### src/rtl/issue_ctrl.sv
// rtl/issue_ctrl.sv - fetch-to-ID issue FIFO with load-use bubble and redirect flush; perf counters under ISSUE_PERF_EN
module issue_ctrl #(
    parameter int DEPTH = 4,
    parameter int PTR_W = 2
) (
    input  logic        clk,
    input  logic        rst_n,
    input  logic        if_valid,
    output logic        if_ready,
    input  logic [31:0] if_instr,
    input  logic [31:0] if_pc,
    output logic        id_valid,
    input  logic        id_ready,
    output logic [31:0] id_instr,
    output logic [31:0] id_pc,
    input  logic        flush,
    output logic        stall_o,
    output logic [31:0] issue_cnt,
    output logic [31:0] bubble_cnt
);

    typedef enum logic [1:0] {
        RUN   = 2'd0,
        STALL = 2'd1,
        FLUSH = 2'd2
    } state_t;

    localparam logic [PTR_W:0] FULL_CNT = DEPTH[PTR_W:0];
    localparam logic [6:0] OP_LOAD  = 7'b0000011;
    localparam logic [6:0] OP_LUI   = 7'b0110111;
    localparam logic [6:0] OP_AUIPC = 7'b0010111;
    localparam logic [6:0] OP_JAL   = 7'b1101111;
    localparam logic [6:0] OP_REG   = 7'b0110011;
    localparam logic [6:0] OP_STORE = 7'b0100011;
    localparam logic [6:0] OP_BR    = 7'b1100011;

    logic [31:0]      mem_instr [DEPTH];
    logic [31:0]      mem_pc    [DEPTH];
    logic [PTR_W-1:0] rd_ptr;
    logic [PTR_W-1:0] wr_ptr;
    logic [PTR_W:0]   count;
    logic             ld_pending;
    logic [4:0]       ld_rd;
    state_t           state;

    logic        empty;
    logic        full;
    logic        push;
    logic        pop;
    logic [31:0] head_instr;
    logic [6:0]  opcode;
    logic [4:0]  rs1;
    logic [4:0]  rs2;
    logic        uses_rs1;
    logic        uses_rs2;
    logic        hazard;

    assign empty      = (count == '0);
    assign full       = (count == FULL_CNT);
    assign head_instr = mem_instr[rd_ptr];
    assign opcode     = head_instr[6:0];
    assign rs1        = head_instr[19:15];
    assign rs2        = head_instr[24:20];
    assign uses_rs1   = (opcode != OP_LUI) && (opcode != OP_AUIPC) && (opcode != OP_JAL);
    assign uses_rs2   = (opcode == OP_REG) || (opcode == OP_STORE) || (opcode == OP_BR);
    assign hazard     = ld_pending && (ld_rd != 5'd0) &&
                        ((uses_rs1 && (rs1 == ld_rd)) || (uses_rs2 && (rs2 == ld_rd)));

    assign if_ready = !full && (state != FLUSH) && !flush;
    assign id_valid = !empty && !hazard && (state != FLUSH) && !flush;
    assign stall_o  = (state == RUN) && !empty && hazard && !flush;
    assign push     = if_valid && if_ready;
    assign pop      = id_valid && id_ready;
    assign id_instr = empty ? 32'd0 : head_instr;
    assign id_pc    = empty ? 32'd0 : mem_pc[rd_ptr];

    // FIFO storage; contents are masked by empty so they need no reset
    always_ff @(posedge clk) begin
        if (push) begin
            mem_instr[wr_ptr] <= if_instr;
            mem_pc[wr_ptr]    <= if_pc;
        end
    end

    // FIFO pointers and occupancy; a flush empties the queue outright
    always_ff @(posedge clk or negedge rst_n) begin
        if (!rst_n) begin
            rd_ptr <= '0;
            wr_ptr <= '0;
            count  <= '0;
        end else if (flush) begin
            rd_ptr <= '0;
            wr_ptr <= '0;
            count  <= '0;
        end else begin
            if (push) wr_ptr <= wr_ptr + PTR_W'(1);
            if (pop)  rd_ptr <= rd_ptr + PTR_W'(1);
            case ({push, pop})
                2'b10:   count <= count + (PTR_W+1)'(1);
                2'b01:   count <= count - (PTR_W+1)'(1);
                default: count <= count;
            endcase
        end
    end

    // Last-issued load tracking; held while the pipeline is frozen
    always_ff @(posedge clk or negedge rst_n) begin
        if (!rst_n) begin
            ld_pending <= 1'b0;
            ld_rd      <= 5'd0;
        end else if (flush) begin
            ld_pending <= 1'b0;
        end else if (id_ready) begin
            if (pop && (opcode == OP_LOAD)) begin
                ld_pending <= 1'b1;
                ld_rd      <= head_instr[11:7];
            end else begin
                ld_pending <= 1'b0;
            end
        end
    end

    // Issue state: one bubble cycle after a load-use hit, one dead cycle after a redirect
    always_ff @(posedge clk or negedge rst_n) begin
        if (!rst_n) begin
            state <= RUN;
        end else if (flush) begin
            state <= FLUSH;
        end else begin
            case (state)
                RUN:     state <= (!empty && hazard && id_ready) ? STALL : RUN;
                STALL:   state <= RUN;
                FLUSH:   state <= RUN;
                default: state <= RUN;
            endcase
        end
    end

`ifdef ISSUE_PERF_EN
    logic [31:0] issue_q;
    logic [31:0] bubble_q;

    // Performance counters; survive flushes, cleared only by reset
    always_ff @(posedge clk or negedge rst_n) begin
        if (!rst_n) begin
            issue_q  <= 32'd0;
            bubble_q <= 32'd0;
        end else begin
            if (pop)     issue_q  <= issue_q + 32'd1;
            if (stall_o) bubble_q <= bubble_q + 32'd1;
        end
    end

    assign issue_cnt  = issue_q;
    assign bubble_cnt = bubble_q;
`else
    assign issue_cnt  = 32'd0;
    assign bubble_cnt = 32'd0;
`endif

endmodule

### config.mk
export PLATFORM = sky130hd
export DESIGN_NAME = issue_ctrl
export DESIGN_NICKNAME = d
export VERILOG_FILES = /design/src/rtl/issue_ctrl.sv
export SDC_FILE = /design/constraint.sdc
export NUM_CORES = 1
export LEC_CHECK = 0
export BUFFER_PORTS_ARGS = -buffer_cell sky130_fd_sc_hd__clkbuf_2
export CORE_MARGIN = 1.5
export CORE_UTILIZATION = 50
export DETAILED_ROUTE_END_ITERATION = 8
export HOLD_SLACK_MARGIN = 0.02
export PLACE_DENSITY = 0.75
export SKIP_CTS_REPAIR_TIMING = 1
export SLEW_MARGIN = 25
export SYNTH_ARGS = -nofsm -noshare
export SYNTH_HDL_FRONTEND = slang
export SYNTH_SLANG_ARGS = --single-unit
### constraint.sdc
create_clock -name clk -period 3.75 [get_ports clk]
set_clock_uncertainty 0.1 [all_clocks]
set_input_delay 0 -clock clk [delete_from_list [all_inputs] [get_ports clk]]
set_output_delay 0 -clock clk [all_outputs]
set_load 0.02 [all_outputs]
==> flow_metrics.env <==
export IMPL_outcome="finished clean"
export IMPL_ys_warn_count=0
export IMPL_drt_iter0_drc=269
export IMPL_syn_avg_cell_area_um2=19.05
export IMPL_worstSetupStartpointType="register"
export IMPL_h_tree_depth=1
export IMPL_tns_ps=0
export IMPL_ioPinCount=200
export IMPL_die_area_um2=23620
export IMPL_worstPathMaxFanout=7
export IMPL_worst_setup_path_end_kind="register"
export IMPL_layout_nets=896
export IMPL_grt_pass1_wl_mm=33.31
export IMPL_power_density_nw_per_um2=476.0
export IMPL_layout_commonest_cell="edfxtp_1"
export IMPL_dp_cells=996
export IMPL_ys_ff_latch=271
export IMPL_whs_ps=121.5
export IMPL_drtPass1Iterations=4
export IMPL_path_buf_inv=0
export IMPL_cts_sinks=271
export IMPL_slew_violations=0
export IMPL_root_buffer="clkbuf_16"
export IMPL_max_cap_viol_count=0
export IMPL_cts_tree="built"
export IMPL_synth_area_um2=11350
export IMPL_antenna_found_initial=0
export IMPL_worst_pin_slew_ps=760.7
export IMPL_vias=5907
export IMPL_ys_seq_area_share_pct=71.02
export IMPL_routed_wl_mm=22.00
export IMPL_routabilityCongestion=0.8014
export IMPL_portBuffers=135
export IMPL_clock_path_buffers=3
export IMPL_numCtsBuffers=26
export IMPL_areaGrowthSynthToFinish_pct=21.12
export IMPL_worstSkewPairLatency_ps=540
export IMPL_yosys_top_cells_area="edfxtp_1, mux4_2, buf_4"
export IMPL_critical_path_class="reg -> reg"
export IMPL_grt_overflow=0
export IMPL_die_h_um=153.7
export IMPL_critPathRequiredTime_ps=4110
export IMPL_synth_cells=596
export IMPL_viasPerCell=5.269
export IMPL_leakage_nw=4.949
export IMPL_cp_cell_sequence="mux4_2, xor2_1, or4_4, a211oi_4, nor3b_2, and2_1, fa_2, or3b_2, o32ai_1, a21oi_1, nand2_1"
export IMPL_cp_top_family="simple AND/OR/NAND/NOR gates"
export IMPL_clk_pin_slew_ps=60
export IMPL_synth_top_area_share_pct=67.71
export IMPL_start_util_pct=51.55
export IMPL_synth_largest_area_cell="edfxtp_1"
export IMPL_grt_max_degree=65
export IMPL_ys_flop_type="edfxtp_1"
export IMPL_fin_crit_sh_pct=94.77
export IMPL_hold_violations=0
export IMPL_rows=54
export IMPL_synth_cell_types=53
export IMPL_drc=0
export IMPL_final_cell_mix="edfxtp_1, clkbuf_2, dlygate4sd3_1"
export IMPL_postRouteAntennaNets=0
export IMPL_dp_hpwl_mm=13.04
export IMPL_ir_drop_v=0.0003815
export IMPL_synthArstFlopShare_pct=5.535
export IMPL_setup_viol=0
export IMPL_grt_pass1_vias=6000
export IMPL_fin_cells=1121
export IMPL_track_usage_pct=18.37
export IMPL_cpPeakStageDelay_ps=550
export IMPL_n_antenna_cell=0
export IMPL_die_x_um=153.7
export IMPL_crit_slowest_cell="mux4_2"
export IMPL_post_route_min_period_ps=3554
export IMPL_maxSlewHeadroom_pct=49.12
export IMPL_timing_fmax_ghz=0.2814
export IMPL_synth_edf_count=256
export IMPL_coreArea_um2=22030
export IMPL_cp_arrival_ps=3910
export IMPL_rsz0062_at_grt="false"
export IMPL_drive_gt1_share_pct=32.34
export IMPL_hold_class="in -> reg"
export IMPL_avgRoutedWirePerCell_um=19.62
==> routing by layer <==
metal | up-vias | GRT usage [%] | routed length (µm)
met5 | - | 0 | 0
li1 | 2668 | - | -
met4 | 0 | 5.871 | 551
met1 | 2939 | 22.92 | 8800
met2 | 260 | 32.02 | 11170
met3 | 40 | 4.171 | 1476
==> power breakdown <==
group | total (mW) | internal (mW) | switching, mW | leakage, nW
combinational | 0.768 | 0.304 | 0.464 | 2.07
clock | 2.39 | 1.35 | 1.05 | 0.371
sequential | 3.38 | 3.36 | 0.0222 | 2.51
total | 6.55 | 5.01 | 1.54 | 4.95
==> logic make-up after synthesis <==
logic type / count (synthesis) / share of synthesized area (%)
adders and majority gates: 5 / 0.6172
and+or+nand+nor: 123 / 6.778
other: 1 / 0.03303
DFF: 271 / 71.02
AOI/OAI and AO/OA: 16 / 1.113
buffers and inverters: 94 / 5.719
xor gates and xnor gates: 12 / 0.9257
muxes: 74 / 13.80
==> flip-flops by register name, summed over array words and instances (netlist names) <==
register / flops
ld_pending: 1
mem_instr: 128
wr_ptr: 2
mem_pc: 128
ld_rd: 5
count: 3
rd_ptr: 2
state: 2
==> through the flow <==
| stage | setup slack, ps | util [%] | cell area [µm²] | power (mW) |
|---|---|---|---|---|
| floorplan | 129.9 | - | 11590 | 3.950 |
| global placement | 23.99 | 54.93 | 12100 | 4.123 |
| detailed placement | -94.81 | 54.93 | 12100 | 4.143 |
| CTS | -109.1 | 58.45 | 12870 | 6.517 |
| global route | 17.70 | 62.43 | 13750 | 6.764 |
| finish | 195.9 | 62.43 | 13750 | 6.546 |
==> final timing paths <==
kind                                   startpoint                endpoint  slack (ps)  cells after the start
setup reg to reg            rd_ptr[0]$_DFFE_PN0P_    count[2]$_DFFE_PN0P_         200                     11
min in group asynchronous                   rst_n      state[1]$_DFF_PN0_         530                      3
setup / recovery            rd_ptr[0]$_DFFE_PN0P_    count[2]$_DFFE_PN0P_         200                     11
hold reg to reg            ld_pending$_DFFE_PN0P_  ld_pending$_DFFE_PN0P_         380                      1
max in group asynchronous                   rst_n   rd_ptr[0]$_DFFE_PN0P_        2460                      3
hold / removal                           if_pc[2]  mem_pc[3][2]$_DFFE_PP_         120                      2
==> cell usage after synthesis, types with 2 or more instances <==
master     count
a21oi_1        4
a221oi_1       3
a2bb2oi_1      2
and2_1        63
and3_1         9
buf_1          6
buf_4         65
buf_6          4
clkbuf_1      12
dfrtp_1       15
edfxtp_1     256
ha_1           4
inv_1          4
mux2_4         6
mux2i_1        5
mux4_1         5
mux4_2        57
nand2_1       12
nand2b_1       2
nand3_1        4
nor2_1         8
nor3_1         4
nor4b_1        3
o21ai_0        2
or3_2          2
or4_1          2
xnor2_1        6
xor2_1         6
==> cell type report <==
class                           count  area [µm²]
Timing Repair Buffer              225        1613
Tap cell                          280       350.3
Clock buffer                       35       684.4
Inverter                            4       15.01
Clock inverter                     12       90.09
Fill cell                        1564        8275
Multi-Input combinational cell    294        2928
Sequential cell                   271        8070
Note: power is estimated with default switching activity, not from simulation.
